File: src/rtl/draw_ball_pkg.sv
// -----------------------------------------------------------------------------
// draw_ball_pkg -- shared game package.
//   Screen geometry, colour format, ball appearance defaults and the
//   constants used by the ball motion controller. Also defines the bundle
//   of VGA timing signals that travels down the pixel pipeline.
// -----------------------------------------------------------------------------
package draw_ball_pkg;

  // Visible screen area; anything beyond these lies in blanking.
  localparam int SCREEN_W = 1024;
  localparam int SCREEN_H = 768;

  // Coordinate and colour widths of the VGA timing chain (4:4:4 colour).
  localparam int COORD_W = 11;
  localparam int POS_W   = 12;
  localparam int COLOR_W = 12;

  // Ball appearance defaults.
  localparam int                 BALL_DIAMETER_DEF = 16;
  localparam logic [COLOR_W-1:0] BALL_COLOR_DEF    = 12'hFFF;

  // Ball motion controller constants.
  localparam int BALL_STEP_X    = 2;
  localparam int BALL_STEP_Y    = 2;
  localparam int BALL_X_MAX     = SCREEN_W - BALL_DIAMETER_DEF;
  localparam int BALL_Y_MAX     = SCREEN_H - BALL_DIAMETER_DEF;

  // Timing/colour bundle carried through each pipeline stage.
  typedef struct packed {
    logic [COORD_W-1:0] hcount;
    logic [COORD_W-1:0] vcount;
    logic               hsync;
    logic               vsync;
    logic               hblnk;
    logic               vblnk;
    logic [COLOR_W-1:0] rgb;
  } vga_t;

endpackage

File: src/rtl/draw_ball_rom.sv
// -----------------------------------------------------------------------------
// ball_rom -- combinational 16x16 round-ball mask.
//   row  : mask row (0 = top of the bounding box)
//   mask : 16 pixels of that row, bit 15 = leftmost column
// -----------------------------------------------------------------------------
module ball_rom (
  input  logic [3:0]  row,
  output logic [15:0] mask
);

  // Row lookup of the circular ball shape.
  always_comb begin
    mask = 16'h0000;
    case (row)
      4'd0:    mask = 16'h07E0;
      4'd1:    mask = 16'h1FF8;
      4'd2:    mask = 16'h3FFC;
      4'd3:    mask = 16'h7FFE;
      4'd4:    mask = 16'h7FFE;
      4'd5:    mask = 16'hFFFF;
      4'd6:    mask = 16'hFFFF;
      4'd7:    mask = 16'hFFFF;
      4'd8:    mask = 16'hFFFF;
      4'd9:    mask = 16'hFFFF;
      4'd10:   mask = 16'hFFFF;
      4'd11:   mask = 16'h7FFE;
      4'd12:   mask = 16'h7FFE;
      4'd13:   mask = 16'h3FFC;
      4'd14:   mask = 16'h1FF8;
      4'd15:   mask = 16'h07E0;
      default: mask = 16'h0000;
    endcase
  end

endmodule

File: src/rtl/draw_ball.sv
// -----------------------------------------------------------------------------
// draw_ball -- overlays a round ball on the VGA pixel stream.
//   Two-stage pipeline: stage 1 tests the pixel against the ball bounding box,
//   stage 2 applies the round mask and composites the colour. All timing
//   signals are delayed by exactly two pclk cycles.
// Ports:
//   pclk, rst                     pixel clock, synchronous active-high reset
//   hcount_in, vcount_in (11b)    pixel coordinates from the timing chain
//   hsync_in, vsync_in,
//   hblnk_in, vblnk_in            sync/blanking from the timing chain
//   rgb_in (12b)                  background colour
//   xpos, ypos (12b)              ball top-left corner, sampled once per frame
//   *_out                         the same signals, 2 cycles later, with the
//                                 ball composited into rgb_out
// -----------------------------------------------------------------------------
module draw_ball
  import draw_ball_pkg::*;
#(
  parameter int                 BALL_DIAMETER = BALL_DIAMETER_DEF,
  parameter logic [COLOR_W-1:0] BALL_COLOR    = BALL_COLOR_DEF
) (
  input  logic               pclk,
  input  logic               rst,
  input  logic [COORD_W-1:0] hcount_in,
  input  logic [COORD_W-1:0] vcount_in,
  input  logic               hsync_in,
  input  logic               vsync_in,
  input  logic               hblnk_in,
  input  logic               vblnk_in,
  input  logic [COLOR_W-1:0] rgb_in,
  input  logic [POS_W-1:0]   xpos,
  input  logic [POS_W-1:0]   ypos,
  output logic [COORD_W-1:0] hcount_out,
  output logic [COORD_W-1:0] vcount_out,
  output logic               hsync_out,
  output logic               vsync_out,
  output logic               hblnk_out,
  output logic               vblnk_out,
  output logic [COLOR_W-1:0] rgb_out
);

  localparam logic [12:0] DIAM13 = 13'(BALL_DIAMETER);

  // Frame-stable ball position and vblnk edge detector.
  logic             vblnk_prev_r;
  logic [POS_W-1:0] x_lat_r;
  logic [POS_W-1:0] y_lat_r;
  logic             vblnk_rise_s;

  // Stage 1 results.
  vga_t        s1_vga_r;
  logic        s1_in_box_r;
  logic [3:0]  s1_row_r;
  logic [3:0]  s1_col_r;

  // Stage 1 combinational terms.
  logic [12:0] h_ext_s;
  logic [12:0] v_ext_s;
  logic [12:0] x_lo_s;
  logic [12:0] y_lo_s;
  logic [12:0] x_hi_s;
  logic [12:0] y_hi_s;
  logic        in_box_s;
  logic [3:0]  row_s;
  logic [3:0]  col_s;

  // Stage 2 combinational terms.
  logic [15:0] mask_s;
  logic [3:0]  bit_idx_s;
  logic        is_ball_s;

  assign vblnk_rise_s = vblnk_in & ~vblnk_prev_r;

  // Latch the ball position only at the start of vertical blanking so a
  // position change never tears the ball within a visible frame.
  always_ff @(posedge pclk) begin
    if (rst) begin
      vblnk_prev_r <= 1'b0;
      x_lat_r      <= '0;
      y_lat_r      <= '0;
    end else begin
      vblnk_prev_r <= vblnk_in;
      if (vblnk_rise_s) begin
        x_lat_r <= xpos;
        y_lat_r <= ypos;
      end
    end
  end

  // Bounding-box test. Everything is widened to 13 bits so x_lat + diameter
  // cannot wrap, which keeps the box from reappearing at hcount/vcount 0.
  // Only the low 4 bits of the offsets are needed, and those equal the
  // difference of the low 4 bits of the operands.
  always_comb begin
    h_ext_s  = {2'b00, hcount_in};
    v_ext_s  = {2'b00, vcount_in};
    x_lo_s   = {1'b0, x_lat_r};
    y_lo_s   = {1'b0, y_lat_r};
    x_hi_s   = x_lo_s + DIAM13;
    y_hi_s   = y_lo_s + DIAM13;
    in_box_s = (h_ext_s >= x_lo_s) && (h_ext_s < x_hi_s) &&
               (v_ext_s >= y_lo_s) && (v_ext_s < y_hi_s);
    row_s    = vcount_in[3:0] - y_lat_r[3:0];
    col_s    = hcount_in[3:0] - x_lat_r[3:0];
  end

  // Stage 1 register: timing bundle plus box hit and offsets.
  always_ff @(posedge pclk) begin
    if (rst) begin
      s1_vga_r    <= '0;
      s1_in_box_r <= 1'b0;
      s1_row_r    <= 4'd0;
      s1_col_r    <= 4'd0;
    end else begin
      s1_vga_r    <= '{hcount: hcount_in, vcount: vcount_in,
                       hsync: hsync_in, vsync: vsync_in,
                       hblnk: hblnk_in, vblnk: vblnk_in, rgb: rgb_in};
      s1_in_box_r <= in_box_s;
      s1_row_r    <= row_s;
      s1_col_r    <= col_s;
    end
  end

  ball_rom u_ball_rom (
    .row  (s1_row_r),
    .mask (mask_s)
  );

  // Mask lookup; blanking always wins so off-screen parts of the box vanish.
  always_comb begin
    bit_idx_s = 4'd15 - s1_col_r;
    is_ball_s = s1_in_box_r & mask_s[bit_idx_s] &
                ~s1_vga_r.hblnk & ~s1_vga_r.vblnk;
  end

  // Stage 2 register: outputs.
  always_ff @(posedge pclk) begin
    if (rst) begin
      hcount_out <= '0;
      vcount_out <= '0;
      hsync_out  <= 1'b0;
      vsync_out  <= 1'b0;
      hblnk_out  <= 1'b0;
      vblnk_out  <= 1'b0;
      rgb_out    <= '0;
    end else begin
      hcount_out <= s1_vga_r.hcount;
      vcount_out <= s1_vga_r.vcount;
      hsync_out  <= s1_vga_r.hsync;
      vsync_out  <= s1_vga_r.vsync;
      hblnk_out  <= s1_vga_r.hblnk;
      vblnk_out  <= s1_vga_r.vblnk;
      rgb_out    <= is_ball_s ? BALL_COLOR : s1_vga_r.rgb;
    end
  end

endmodule

File: config.mk
export PLATFORM = sky130hd
export DESIGN_NAME = draw_ball
export DESIGN_NICKNAME = d
export VERILOG_FILES = /design/src/rtl/draw_ball_pkg.sv /design/src/rtl/draw_ball_rom.sv /design/src/rtl/draw_ball.sv
export SDC_FILE = /design/constraint.sdc
export NUM_CORES = 1
export LEC_CHECK = 0
export BUFFER_PORTS_ARGS = -buffer_cell sky130_fd_sc_hd__buf_2
export CORE_MARGIN = 2
export CORE_UTILIZATION = 46
export CTS_CLUSTER_DIAMETER = 40
export DETAILED_ROUTE_END_ITERATION = 12
export PLACE_DENSITY_LB_ADDON = 0.12
export SETUP_SLACK_MARGIN = 0.3
export SLEW_MARGIN = 10
export SYNTH_ARGS = -nofsm -noshare
export SYNTH_HDL_FRONTEND = slang
export SYNTH_SLANG_ARGS = --single-unit
File: constraint.sdc
create_clock -name pclk -period 2.5 [get_ports pclk]
set_clock_uncertainty 0.15 [all_clocks]
set_input_delay 0.125 -clock pclk [delete_from_list [all_inputs] [get_ports pclk]]
set_output_delay 0.125 -clock pclk [all_outputs]
set_load 0.005 [all_outputs]
# After elaboration in Yosys (flattened, before gate mapping)
# Memories as Yosys holds them, arrays and structs flattened. A register that Yosys moved wholly into a read port is not among the register bits.
# Index checks and enable logic that the tools add are counted.
# Widths: inputs -> output; s select.
# totals
output_inout_bits,38
inputBits,64
reg_bits,105
elab_cells,42
romBits,160
n_memories,1
# op_classes
n_reduce_logical,3
addsub,5
n_mux,4
magnitude_cmp,5
bitwise_logic,6
# memory_table
name,words,word_bits,read_ports,rd_clocked_by_memory_dff,write_ports,line_no,source
(no name shown),16,10,1,1,0,draw_ball_rom.sv:14,case (row)
# ops
cell,count
$add 12x5->13 const B,2
$lt 11x13->1,2
$ge 11x12->1,2
$mux 12,1
$sub 4x4->4,2
$lt 4x5->1 const B,1
$and 1x1->1,4
$bmux 1 s4,1
$mux 4,1
$sub 4x4->4 const A,1
$logic_and 1x1->1,3
$not 1->1,2
$mux 1,1

# Depth between registers and ports, before layout
# logic_depth
word_depth,7
ltp_mapped,9
depth_no_buf,9

# Cells and area by module
# From an unflattened synthesis, not the netlist that was laid out.
# unflattened
hier_cells,485
hier_area_um2,4633.2
# by_module_without_submodules
module,seq_area_each_um2,instances,area_per_inst_um2,cells_each
draw_ball,2182.1,1,4464.3,460
ball_rom,0.0,1,168.9,25

# Worst setup path after synthesis
# OpenSTA, ideal clock, no wires.
# synth_path
kind,register to register
start,register x_lat_r[0]
end,register s1_in_box_r
setup_ns,0.126
t_required_ns,2.224
synth_period_minus_slack_ns,2.096
path_stages_with_launch,9
n_path_buf,0
t_arrival_ns,1.820
path_slack_ns,0.404
path_cell_list,dfxtp_1 ha_1 inv_1 fa_1 a21oi_1 o21ai_0 a221o_1 a221oi_1 nor4_2
# synth_via
elab_chain_cells,5
elab_cells_between_ends,6
cone_classes,add/sub (1); order compare (2); reduce/logical (3)
# synth_rtl
item,line_no,source
"start, declared",draw_ball.sv:46,logic [POS_W-1:0] x_lat_r;
"start signal, assigned",draw_ball.sv:84,x_lat_r <= xpos;
$add 12x5->13,draw_ball.sv:99,x_hi_s = x_lo_s + DIAM13;
$lt 11x13->1,draw_ball.sv:101,in_box_s = (h_ext_s >= x_lo_s) && (h_ext_s < x_hi_s) &&
$logic_and 1x1->1 * (2 in series),draw_ball.sv:101,
$logic_and 1x1->1 *,draw_ball.sv:102,(v_ext_s >= y_lo_s) && (v_ext_s < y_hi_s);
"end signal, assigned",draw_ball.sv:118,s1_in_box_r <= in_box_s;
"end, declared",draw_ball.sv:52,logic s1_in_box_r;
# Mark *: on every way between the ends. The rest lies on a longest branch, timed or not.
# A chain may end at the register's enable or synchronous reset.

# Final worst setup path
# layout_path
start,input hcount_in[5]
end,register s1_in_box_r
# layout_via
elab_chain_cells,4
elab_cells_between_ends,5
cone_classes,order compare (2); reduce/logical (3)
# layout_rtl
item,line_no,source
"start, declared",draw_ball.sv:24,"input logic [COORD_W-1:0] hcount_in,"
$lt 11x13->1 / $ge 11x12->1 (equally long branches),draw_ball.sv:101,
$logic_and 1x1->1 * (2 in series),draw_ball.sv:101,
$logic_and 1x1->1 *,draw_ball.sv:102,
# Marked as above.

==> flow_summary_export.csv <==
group,metric,value,unit
synth,ys_types,46,
finish,area_growth,36.4,%
power_and_ir_drop,leakagePower,2.66,nW
synth,synth_top_area_cell,"dfxtp_1",
power_and_ir_drop,swShare,0.260,
global_route,gr-total-overflow,0,
worst_setup_path,reg2reg_slack,0.44,ns
clocking,cts_root_buf,"clkbuf_8",
finish,layoutNonFillerInstCount,783,
synth,synth_warnings,0,
floorplan,initial_core_util,0.467,
synth,yosys.area.top_type_share,0.487,
worst_setup_path,crit_chain,"dlygate4sd3_1 > buf_2 > ha_1 > a21o_1 > a21o_1 > a221o_1 > a221oi_2 > nor4_2",
global_route,grt_antenna_before_repair,0,
sta,finalCritPeriodShare,0.834,
clocking,numClockSinks,109,
floorplan,core_area,9590,um^2
routing,drtPass1Iterations,4,
routing,antenna_left,0,
routing,dr.first_iter.drc_count,123,
power_and_ir_drop,p_comb_frac,0.160,
global_route,grt_max_degree,110,
clocking,htreeDepth,3,
routing,vias_per_cell,4.68,
worst_setup_path,reg2reg_depth,8,
clocking,cts_made_buffers,9,
sta,tightest_slew,0.455,ns
worst_setup_path,reg2reg_from,"x_lat_r[4]$_SDFFE_PP0P_",
placement,io_buffers,101,
sta,setup_violations,0,
worst_setup_path,cp-startpoint,"hcount_in[5]",
sta,rsz0062_at_grt,"no",
power_and_ir_drop,worst_ir_drop_vdd,0.248,mV
power_and_ir_drop,power,3.53,mW
synth,syn_inst,480,
worst_setup_path,critPathMostFrequentCell,"a21o_1",
sta,fmax,480,MHz
routing,vias,3664,
outcome,run_status,"complete, no violations",
synth,ys_top_cells_by_area,"dfxtp_1, ha_1, nor2b_1",
placement,dp_hpwl,6500,um
worst_setup_path,path_buf_inv,2,
worst_setup_path,slowest_delay,0.55,ns
worst_setup_path,startpoint_type,"input port",
worst_hold_path,hp-class,"input port to flip-flop",
worst_setup_path,crit-reg2reg-capture,"s1_in_box_r$_SDFF_PP0_",
sta,finalHoldViolCount,0,
worst_setup_path,crit_slowest_cell,"dlygate4sd3_1",
global_route,grt_first_pass_wirelength,15500,um
global_route,grt_pass1_vias,3514,
sta,maxSlewViolCount,0,
clocking,cts_buffer_depth,2,
routing,routed_wl,9550,um
worst_setup_path,required,2.59,ns
synth,syn_area,4480,um^2
sta,setup_slack,0.415,ns
placement,dp_cells,698,
floorplan,placementRows,36,
floorplan,dieArea,10500,um^2
finish,drive_gt1_frac,0.238,
floorplan,die_w,103,um
routing,wl_per_cell,12.2,um
floorplan,die_y,103,um
job,maxCapViolCount,0,
worst_setup_path,cp_max_fo,3,
power_and_ir_drop,power_density,578,nW/um^2
global_route,grt_usage,0.185,
sta,relSlewSlack,0.694,
synth,seq_area_frac_synth,0.487,
power_and_ir_drop,clkPwrFrac,0.309,
finish,antenna_cells,0,
finish,final_nets,749,
clocking,clk_pin_slew_worst_paths,0.10,ns
power_and_ir_drop,p_int,2.61,mW
worst_setup_path,critical_path_class,"input port to flip-flop",
placement,pre_cts_slack,0.267,ns
clocking,cts_tree,"done",
worst_setup_path,critical_path.endpoint_type,"flip-flop",
worst_setup_path,crit_cells,8,
finish,final_util,0.637,
synth,synth_seq_cells,109,
worst_setup_path,arrival,2.18,ns
sta,fin_tns_setup,0,ns
placement,place.gp.congestion,0.816,
sta,fin_crit,2.09,ns
power_and_ir_drop,seq_power_share,0.531,
routing,drc,0,
worst_setup_path,critical_path.endpoint,"s1_in_box_r$_SDFF_PP0_",
floorplan,io_pins,102,
power_and_ir_drop,p_switching,0.917,mW
synth,syn_nets,584,
synth,avgSynthCellArea,9.33,um^2
clocking,clock_latency,0.35,ns
worst_setup_path,critical_path.top_delay_family,"compound AO/OA/AOI/OAI gates",
Yosys cell counts (all sizes together):
library cell,instances
dfxtp,109
nor2b,66
nand2,55
inv,41
ha,38
a21oi,37
o21ai,22
nor2,17
clkbuf,16
xnor2,12
nand3,7
mux2i,5
nor3,5
a211oi,4
a21o,4
and3,3
buf,3
nand2b,3
nand4,3
o21a,3
a31oi,2
and3b,2
fa,2
o22ai,2
o31a,2
a221o,1
a221oi,1
a311o,1
a311oi,1
a31o,1
and2,1
and4,1
nand4b,1
nor3b,1
nor4,1
nor4b,1
nor4bb,1
o2111a,1
o2111ai,1
o31ai,1
or2,1
or3,1
cell type report:
type	instances	area, um^2
fill	846	3490
sequential	109	2210
multi-input combinational	311	2150
timing repair buffer	173	1220
tap	133	166
inverter	41	154
clock buffer	10	128
clock inverter	6	76.3
repair_timing:
item,4_1_cts,5_1_grt
buffers inserted,0,7
pin swaps,0,9
gates resized for setup,2,33
endpoints found under the setup margin,1,2
endpoints found under the hold margin,62,0
hold buffers,62,0
gates cloned,0,0
registers in the layout (all words and copies together) (netlist names):
name	cells
s1_vga_r	38
u_ball_rom.mask	4
x_lat_r	12
hblnk_out	1
y_lat_r	12
rgb_out	12
vcount_out	11
s1_col_r	4
vblnk_out	1
hcount_out	11
hsync_out	1
vsync_out	1
s1_in_box_r	1
per-layer routing:
metal	routed length (um)	part of all wire	vias up	global-route usage
met5	0	0	-	0
met4	165	0.017	0	0.0585
met3	354	0.037	17	0.0319
met2	4750	0.50	73	0.332
met1	4280	0.45	1664	0.224
li1	-	-	1910	-
worst min-delay path by stage:
stage | from | to | slack [ns] | cells past startpoint
finish | hcount_in[0] | s1_col_r[0]$_SDFF_PP0_ | 0.05 | 4
global route | hcount_in[0] | s1_col_r[0]$_SDFF_PP0_ | 0.05 | 4
floorplan | rgb_in[0] | s1_vga_r[0]$_SDFF_PP0_ | 0.10 | 1
detailed placement | vsync_in | s1_vga_r[14]$_SDFF_PP0_ | 0.19 | 2
CTS | hcount_in[0] | s1_col_r[0]$_SDFF_PP0_ | 0.03 | 4
global placement | rgb_in[5] | s1_vga_r[5]$_SDFF_PP0_ | 0.18 | 2
worst min-delay path: cells and delay by family:
kind / cells / cell delay, ns
buf+inv: 2 / 0.21
fa+ha+maj: 1 / 0.15
simple gates: 1 / 0.03
per-stage QoR:
step                area [um^2]  hold WS [ns]
floorplan                  4480         0.103
global placement           5110         0.183
detailed placement         5110         0.190
CTS                        5950        0.0335
global route               6110        0.0510
finish                     6110        0.0540
logic make-up (layout without fill, tap and decap cells):
| logic type | after synthesis | count (layout) | share of synthesized area |
|---|---|---|---|
| AO/OA/AOI/OAI | 84 | 84 | 0.111 |
| XOR/XNOR | 12 | 12 | 0.0235 |
| adder cells (fa/ha/maj) | 40 | 40 | 0.115 |
| buffers and inverters | 60 | 230 | 0.0506 |
| flip-flops | 109 | 109 | 0.487 |
| multiplexers | 5 | 5 | 0.0112 |
| AND/OR/NAND/NOR | 170 | 170 | 0.201 |
power groups by stage:
stage	clock network [mW]	logic, mW	registers (mW)
finish	1.09	0.564	1.88
global route	1.20	0.637	1.89
CTS	1.13	0.540	1.88
detailed placement	0	0.460	1.92
global placement	0	0.447	1.91
floorplan	0	0.300	1.91
placed cells by master, fill, tap and decap left out, drive strengths merged, types with 4 or more instances in the layout:
cell | Yosys | routed
buf | 3 | 111
dfxtp | 109 | 109
nor2b | 66 | 66
dlygate4sd3 | 0 | 62
nand2 | 55 | 55
inv | 41 | 45
ha | 38 | 38
a21oi | 37 | 37
o21ai | 22 | 22
nor2 | 17 | 17
xnor2 | 12 | 12
clkbuf | 16 | 10
nand3 | 7 | 7
nor3 | 5 | 5
mux2i | 5 | 5
a211oi | 4 | 4
a21o | 4 | 4
Note: power is estimated with default switching activity, not from simulation.
